**config.mk**
```make
export PLATFORM = sky130hd
export DESIGN_NAME = trap_ctrl_flat
export DESIGN_NICKNAME = d
export VERILOG_FILES = /design/src/rtl/trap_ctrl_pkg.sv /design/src/rtl/trap_ctrl_if.sv /design/src/rtl/trap_ctrl.sv /design/src/flat_wrapper.sv
export SDC_FILE = /design/constraint.sdc
export NUM_CORES = 1
export LEC_CHECK = 0
export ABC_AREA = 1
export CAP_MARGIN = 5
export CORE_AREA = 5 5 126 128
export CTS_BUF_LIST = sky130_fd_sc_hd__clkbuf_2 sky130_fd_sc_hd__clkbuf_4 sky130_fd_sc_hd__clkbuf_8
export DETAILED_ROUTE_END_ITERATION = 16
export DIE_AREA = 0 0 131 133
export GPL_ROUTABILITY_DRIVEN = 1
export PLACE_DENSITY = 0.67
export SKIP_CTS_REPAIR_TIMING = 1
export SLEW_MARGIN = 40
export SYNTH_ARGS = -nofsm -noshare
export SYNTH_HDL_FRONTEND = slang
export SYNTH_SLANG_ARGS = --single-unit
```
**constraint.sdc**
```tcl
create_clock -name clk -period 1.7 [get_ports clk]
set_input_delay 0.34 -clock clk [delete_from_list [all_inputs] [get_ports clk]]
set_output_delay 0.34 -clock clk [all_outputs]
set_load 0.01 [all_outputs]
```
**src/rtl/trap_ctrl_pkg.sv**
```systemverilog
// Shared constants, state encoding and mstatus splice helpers for the trap sequencer.
// No logic of its own; pure definitions.
// Imported by the interface consumer and the sequencer top.
package trap_ctrl_pkg;

  // CSR addresses on the interrupt read/write port
  localparam logic [31:0] CSR_MSTATUS = 32'h0000_0300;
  localparam logic [31:0] CSR_MIE     = 32'h0000_0304;
  localparam logic [31:0] CSR_MEPC    = 32'h0000_0341;
  localparam logic [31:0] CSR_MCAUSE  = 32'h0000_0342;

  localparam int MSTATUS_MIE_BIT  = 3;
  localparam int MSTATUS_MPIE_BIT = 7;
  localparam int MIE_MTIE_BIT     = 7;
  localparam int MIE_MEIE_BIT     = 11;

  localparam logic [31:0] CAUSE_ECALL  = 32'd11;
  localparam logic [31:0] CAUSE_EBREAK = 32'd3;
  localparam logic [31:0] CAUSE_TIMER  = 32'h8000_0007;
  localparam logic [31:0] CAUSE_EXT    = 32'h8000_000B;

  typedef enum logic [2:0] {
    ST_IDLE      = 3'd0,
    ST_W_MEPC    = 3'd1,
    ST_W_MCAUSE  = 3'd2,
    ST_W_MSTATUS = 3'd3,
    ST_W_MRET    = 3'd4,
    ST_ASSERT    = 3'd5
  } state_e;

  // Trap entry: stash MIE into MPIE, then disable interrupts
  function automatic logic [31:0] mstatus_on_trap(input logic [31:0] m);
    logic [31:0] r;
    r = m;
    r[MSTATUS_MPIE_BIT] = m[MSTATUS_MIE_BIT];
    r[MSTATUS_MIE_BIT]  = 1'b0;
    return r;
  endfunction

  // Trap return: restore MIE from MPIE, MPIE set to 1
  function automatic logic [31:0] mstatus_on_mret(input logic [31:0] m);
    logic [31:0] r;
    r = m;
    r[MSTATUS_MIE_BIT]  = m[MSTATUS_MPIE_BIT];
    r[MSTATUS_MPIE_BIT] = 1'b1;
    return r;
  endfunction

endpackage

```
**src/rtl/trap_ctrl_if.sv**
```systemverilog
// Dedicated interrupt read/write port between the trap sequencer and the CSR file.
// Combinational bundle, no latency of its own.
// No backpressure here; EX write priority is signalled separately to the sequencer.
interface trap_ctrl_if;
  logic [31:0] csr_raddr;
  logic [31:0] csr_rdata;
  logic        csr_we;
  logic [31:0] csr_waddr;
  logic [31:0] csr_wdata;

  // Sequencer side
  modport master (
    output csr_raddr,
    input  csr_rdata,
    output csr_we,
    output csr_waddr,
    output csr_wdata
  );

  // CSR file side
  modport slave (
    input  csr_raddr,
    output csr_rdata,
    input  csr_we,
    input  csr_waddr,
    input  csr_wdata
  );
endinterface

```
**src/rtl/trap_ctrl.sv**
```systemverilog
// Machine-mode trap sequencer: saves mepc/mcause/mstatus (or restores mstatus) then redirects fetch.
// Trap: writes N+1..N+3, redirect N+4; mret: write N+1, redirect N+2.
// An EX CSR write stalls the current write state one cycle per colliding cycle.
module trap_ctrl
  import trap_ctrl_pkg::*;
#(
  parameter logic [31:0] MCAUSE_ECALL  = CAUSE_ECALL,
  parameter logic [31:0] MCAUSE_EBREAK = CAUSE_EBREAK,
  parameter logic [31:0] MCAUSE_TIMER  = CAUSE_TIMER,
  parameter logic [31:0] MCAUSE_EXT    = CAUSE_EXT
) (
  input  logic        clk,
  input  logic        rst,
  input  logic [31:0] inst_addr_i,
  input  logic        ecall_i,
  input  logic        ebreak_i,
  input  logic        mret_i,
  input  logic        jump_flag_i,
  input  logic [31:0] jump_addr_i,
  input  logic        irq_timer_i,
  input  logic        irq_ext_i,
  input  logic        ex_csr_we_i,
  input  logic        global_int_en_i,
  input  logic [31:0] csr_mtvec_i,
  input  logic [31:0] csr_mepc_i,
  input  logic [31:0] csr_mstatus_i,
  trap_ctrl_if.master csr_if,
  output logic        hold_o,
  output logic        int_assert_o,
  output logic [31:0] int_addr_o
);

  state_e      state_q, state_d;
  logic [31:0] cause_q, cause_d;
  logic [31:0] epc_q,   epc_d;
  logic        mret_q,  mret_d;

  logic ext_en, tmr_en, int_pc_sel;
  logic unused_bits;

  assign ext_en = irq_ext_i   & global_int_en_i & csr_if.csr_rdata[MIE_MEIE_BIT];
  assign tmr_en = irq_timer_i & global_int_en_i & csr_if.csr_rdata[MIE_MTIE_BIT];
  // Interrupts resume at the branch target if EX is redirecting this cycle
  assign int_pc_sel = jump_flag_i;

  assign unused_bits = ^{csr_if.csr_rdata[31:12], csr_if.csr_rdata[10:8],
                         csr_if.csr_rdata[6:0], csr_mtvec_i[1:0]};

  // State and latched trap context
  always_ff @(posedge clk or negedge rst) begin
    if (!rst) begin
      state_q <= ST_IDLE;
      cause_q <= '0;
      epc_q   <= '0;
      mret_q  <= 1'b0;
    end else begin
      state_q <= state_d;
      cause_q <= cause_d;
      epc_q   <= epc_d;
      mret_q  <= mret_d;
    end
  end

  // Acceptance priority, CSR write sequencing and fetch redirect
  always_comb begin
    state_d          = state_q;
    cause_d          = cause_q;
    epc_d            = epc_q;
    mret_d           = mret_q;
    hold_o           = 1'b0;
    int_assert_o     = 1'b0;
    int_addr_o       = '0;
    csr_if.csr_raddr = '0;
    csr_if.csr_we    = 1'b0;
    csr_if.csr_waddr = '0;
    csr_if.csr_wdata = '0;
    unique case (state_q)
      ST_IDLE: begin
        csr_if.csr_raddr = CSR_MIE;
        // Gated by reset so the combinational stall also drops while reset is held
        if (rst) begin
          if (ecall_i) begin
            hold_o = 1'b1; cause_d = MCAUSE_ECALL; epc_d = inst_addr_i;
            mret_d = 1'b0; state_d = ST_W_MEPC;
          end else if (ebreak_i) begin
            hold_o = 1'b1; cause_d = MCAUSE_EBREAK; epc_d = inst_addr_i;
            mret_d = 1'b0; state_d = ST_W_MEPC;
          end else if (mret_i) begin
            hold_o = 1'b1; mret_d = 1'b1; state_d = ST_W_MRET;
          end else if (ext_en) begin
            hold_o = 1'b1; cause_d = MCAUSE_EXT;
            epc_d  = int_pc_sel ? jump_addr_i : inst_addr_i;
            mret_d = 1'b0; state_d = ST_W_MEPC;
          end else if (tmr_en) begin
            hold_o = 1'b1; cause_d = MCAUSE_TIMER;
            epc_d  = int_pc_sel ? jump_addr_i : inst_addr_i;
            mret_d = 1'b0; state_d = ST_W_MEPC;
          end
        end
      end
      ST_W_MEPC: begin
        hold_o = 1'b1;
        csr_if.csr_waddr = CSR_MEPC;
        csr_if.csr_wdata = epc_q;
        if (!ex_csr_we_i) begin
          csr_if.csr_we = 1'b1;
          state_d = ST_W_MCAUSE;
        end
      end
      ST_W_MCAUSE: begin
        hold_o = 1'b1;
        csr_if.csr_waddr = CSR_MCAUSE;
        csr_if.csr_wdata = cause_q;
        if (!ex_csr_we_i) begin
          csr_if.csr_we = 1'b1;
          state_d = ST_W_MSTATUS;
        end
      end
      ST_W_MSTATUS: begin
        hold_o = 1'b1;
        csr_if.csr_waddr = CSR_MSTATUS;
        csr_if.csr_wdata = mstatus_on_trap(csr_mstatus_i);
        if (!ex_csr_we_i) begin
          csr_if.csr_we = 1'b1;
          state_d = ST_ASSERT;
        end
      end
      ST_W_MRET: begin
        hold_o = 1'b1;
        csr_if.csr_waddr = CSR_MSTATUS;
        csr_if.csr_wdata = mstatus_on_mret(csr_mstatus_i);
        if (!ex_csr_we_i) begin
          csr_if.csr_we = 1'b1;
          state_d = ST_ASSERT;
        end
      end
      ST_ASSERT: begin
        hold_o       = 1'b1;
        int_assert_o = 1'b1;
        int_addr_o   = mret_q ? csr_mepc_i : {csr_mtvec_i[31:2], 2'b00};
        state_d      = ST_IDLE;
      end
      default: state_d = ST_IDLE;
    endcase
  end

endmodule

```
**src/flat_wrapper.sv**
```systemverilog
// flat-port wrapper written by rule: the top's interface ports become plain ports
module trap_ctrl_flat import trap_ctrl_pkg::*;
#(
  parameter logic [31:0] MCAUSE_ECALL  = CAUSE_ECALL,
  parameter logic [31:0] MCAUSE_EBREAK = CAUSE_EBREAK,
  parameter logic [31:0] MCAUSE_TIMER  = CAUSE_TIMER,
  parameter logic [31:0] MCAUSE_EXT    = CAUSE_EXT
)
  (clk, rst, inst_addr_i, ecall_i, ebreak_i, mret_i, jump_flag_i, jump_addr_i, irq_timer_i, irq_ext_i, ex_csr_we_i, global_int_en_i, csr_mtvec_i, csr_mepc_i, csr_mstatus_i, hold_o, int_assert_o, int_addr_o, csr_if_csr_raddr, csr_if_csr_rdata, csr_if_csr_we, csr_if_csr_waddr, csr_if_csr_wdata);
  trap_ctrl_if csr_if_i ();
  input  logic clk;
  input  logic rst;
  input  logic [31:0] inst_addr_i;
  input  logic ecall_i;
  input  logic ebreak_i;
  input  logic mret_i;
  input  logic jump_flag_i;
  input  logic [31:0] jump_addr_i;
  input  logic irq_timer_i;
  input  logic irq_ext_i;
  input  logic ex_csr_we_i;
  input  logic global_int_en_i;
  input  logic [31:0] csr_mtvec_i;
  input  logic [31:0] csr_mepc_i;
  input  logic [31:0] csr_mstatus_i;
  output logic hold_o;
  output logic int_assert_o;
  output logic [31:0] int_addr_o;
  output wire logic [$bits(csr_if_i.csr_raddr)-1:0] csr_if_csr_raddr;
  input wire logic [$bits(csr_if_i.csr_rdata)-1:0] csr_if_csr_rdata;
  output wire logic [$bits(csr_if_i.csr_we)-1:0] csr_if_csr_we;
  output wire logic [$bits(csr_if_i.csr_waddr)-1:0] csr_if_csr_waddr;
  output wire logic [$bits(csr_if_i.csr_wdata)-1:0] csr_if_csr_wdata;
  assign csr_if_csr_raddr = csr_if_i.csr_raddr;
  assign csr_if_i.csr_rdata = csr_if_csr_rdata;
  assign csr_if_csr_we = csr_if_i.csr_we;
  assign csr_if_csr_waddr = csr_if_i.csr_waddr;
  assign csr_if_csr_wdata = csr_if_i.csr_wdata;
  trap_ctrl #(.MCAUSE_ECALL(MCAUSE_ECALL), .MCAUSE_EBREAK(MCAUSE_EBREAK), .MCAUSE_TIMER(MCAUSE_TIMER), .MCAUSE_EXT(MCAUSE_EXT)) u_core (.clk(clk), .rst(rst), .inst_addr_i(inst_addr_i), .ecall_i(ecall_i), .ebreak_i(ebreak_i), .mret_i(mret_i), .jump_flag_i(jump_flag_i), .jump_addr_i(jump_addr_i), .irq_timer_i(irq_timer_i), .irq_ext_i(irq_ext_i), .ex_csr_we_i(ex_csr_we_i), .global_int_en_i(global_int_en_i), .csr_mtvec_i(csr_mtvec_i), .csr_mepc_i(csr_mepc_i), .csr_mstatus_i(csr_mstatus_i), .csr_if(csr_if_i), .hold_o(hold_o), .int_assert_o(int_assert_o), .int_addr_o(int_addr_o));
endmodule
```
==> out/qor.txt <==
Yosys warnings -> 0
drt initial violations -> 102
critical path type -> flip-flop to output pin
DR pass1 iterations -> 5
CTS tree -> built
total die area -> 17,400 um2
fin. max-slew vios -> 0
effective utilization at floorplan -> 23.6%
Sink Count -> 40
io pins -> 333
share of cells above drive strength 1 -> 20.6%
Worst Skew -> 0.00781 ns
vias post-DR -> 4,278
Least-Margin Pin Slew -> 0.540 ns
Clk Tree Root Cell -> clkbuf_8
final hold violations -> 0
drt drc -> 0
Inserted Clock Buffers -> 5
initial antenna violation count -> 0
H-Tree Depth -> 2
Critical Path Source Type -> flip-flop
number of placed instances, taps included -> 990
CP cell instances -> buf_6 > nor2_4 > nand2_2 > o21ai_4 > buf_6 > buf_12 > a22o_1 > buf_2
Tot GR Track Use -> 14.5%
Peak Freq -> 0.498 GHz
power per cell area -> 1240 nW/um2
WP data arrival -> 1.67 ns
Final Cycle Share -> 118%
Worst IR Drop VDD -> 0.468 mV
routed len/inst -> 14.2 um
slowest cell delay on critical path -> 0.40 ns
Vias/cell -> 4.24
antenna viol nets, final -> 0
HP Class -> input pin to asynchronous set/reset pin
Critical Path RT -> 1.36 ns
slowest stage cell, crit path -> dfrtp_1
register area share after synthesis -> 28.8%
WL final -> 14,300 um
Setup crit end kind -> output pin
Mapped Area -> 3480 um2
status -> finished with violations
CP top delay family -> buffers and inverters
synthesized flop and latch total -> 40
# diodes -> 0
Worst Setup Slack, final -> -0.309 ns
first-pass GRT wire length -> 20,500 um
failing checks -> setup timing
largest net degree at the start of global routing -> 41
clk slew on worst S/H paths -> 0.09 ns
grt ovf -> 0
nets -> 1,021
WHS -> 0.179 ns
Final Critical Period -> 2.01 ns
Power Total -> 7790 uW
post-synth cell types -> 24
RSZ-0062 raised after global routing -> true
Port Buffers -> 244
final setup vio count -> 73
commonest non-fill, non-tap cells in the layout -> 266 x nand2_1, 168 x clkdlybuf4s50_1, 56 x conb_1
fin cells -> 1,008
core area -> 14,800 um2
Pleak -> 0.00333 uW
routability cong. -> 0.807
commonest non-fill, non-tap cell in the layout -> nand2_1
Gate Count Post-Synth -> 547
MaxCap Viol Count -> 0
vias in the first global route -> 4,039
post-DP HPWL -> 11,200 um
Critical Path Most Common Cell -> buf_6
die width -> 131 um
setup slack, reg-to-reg -> 0.05 ns
die height -> 133 um
latest clock arrival within the worst-skew pair -> 0.30 ns
fillers -> 1,597
CTS max path bufs -> 2
Worst Path Max Fanout -> 5
Syn Area/Cell -> 6.35 um2
FP Rows -> 45
P&R area growth vs syn -> 80.9%
Critical path buffers and inverters -> 4
Slew headroom -> 64.0%
## path summary, 6_finish.rpt
check / startpoint / cells after the start / end
setup / recovery: u_core.state_q[0] / 8 / csr_if_csr_wdata[13]
hold / removal: rst / 2 / u_core.epc_q[13]
setup reg to reg: u_core.state_q[0] / 10 / u_core.epc_q[14]
hold reg to reg: u_core.cause_q[1] / 1 / u_core.cause_q[1]
max in group asynchronous: rst / 2 / u_core.epc_q[9]
min in group clk: u_core.cause_q[1] / 1 / u_core.cause_q[1]
## routing by layer
layer | GRT usage (%) | up-vias | wire length [um]
li1 | - | 2170 | -
met1 | 16.4 | 1933 | 5580
met2 | 26.6 | 170 | 7150
met3 | 4.76 | 5 | 1510
met4 | 2.40 | 0 | 96
met5 | 0 | - | 0
## cells by family (layout without fill, tap and decap cells)
family / after synthesis / after routing / synth area share (%)
simple gates: 338 / 338 / 39.9
flops: 40 / 40 / 28.8
buf+inv: 107 / 325 / 19.4
compound gates: 61 / 61 / 11.8
other cells: 1 / 56 / 0.108
## where the power goes
group,switching [uW],internal [uW]
sequential,255,1360
combinational,2700,2600
clock,349,519
total,3310,4480
## layout make-up
class | instances | area [um2] | area share [%]
tap | 188 | 235 | 3.74
clock inverter | 1 | 30.0 | 0.478
clock buffer | 7 | 96.3 | 1.53
sequential | 40 | 1000 | 15.9
inverter | 14 | 52.6 | 0.836
multi-input combinational | 455 | 2090 | 33.3
timing repair buffer | 303 | 2780 | 44.2
## sequential cells by signal (all words and copies together), names as in the netlist
name and count:
u_core.epc_q 32, u_core.cause_q 4, u_core.state_q 3, u_core.mret_q 1
## through the flow
| stage | worst slack [ns] | cell area (um2) | utilization [%] | setup TNS, ns |
|---|---|---|---|---|
| 3_3_place_gp | -0.441 | 6220 | 42.1 | -35.33 |
| 3_5_place_dp | -0.460 | 6220 | 42.1 | -37.44 |
| 5_1_grt | -0.400 | 6290 | 42.6 | -23.74 |
| 6_report | -0.309 | 6290 | 42.6 | -13.43 |
| 2_1_floorplan | 0.0811 | 3680 | - | 0 |
| 4_1_cts | -0.779 | 6340 | 43.0 | -50.98 |
## Yosys cell counts (all sizes together)
cell type,instances,area (um2)
o21bai,1,7.51
nand4,1,6.26
buf,76,554
clkinv,1,3.75
o21ai,3,18.8
or2,1,6.26
clkbuf,17,67.6
a22o,26,228
dfrtp,40,1000
inv,13,48.8
a21oi,31,155
nand3,47,248
conb,1,3.75
nand2,275,1040
nor2,14,82.6
Note: power is estimated with default switching activity, not from simulation.
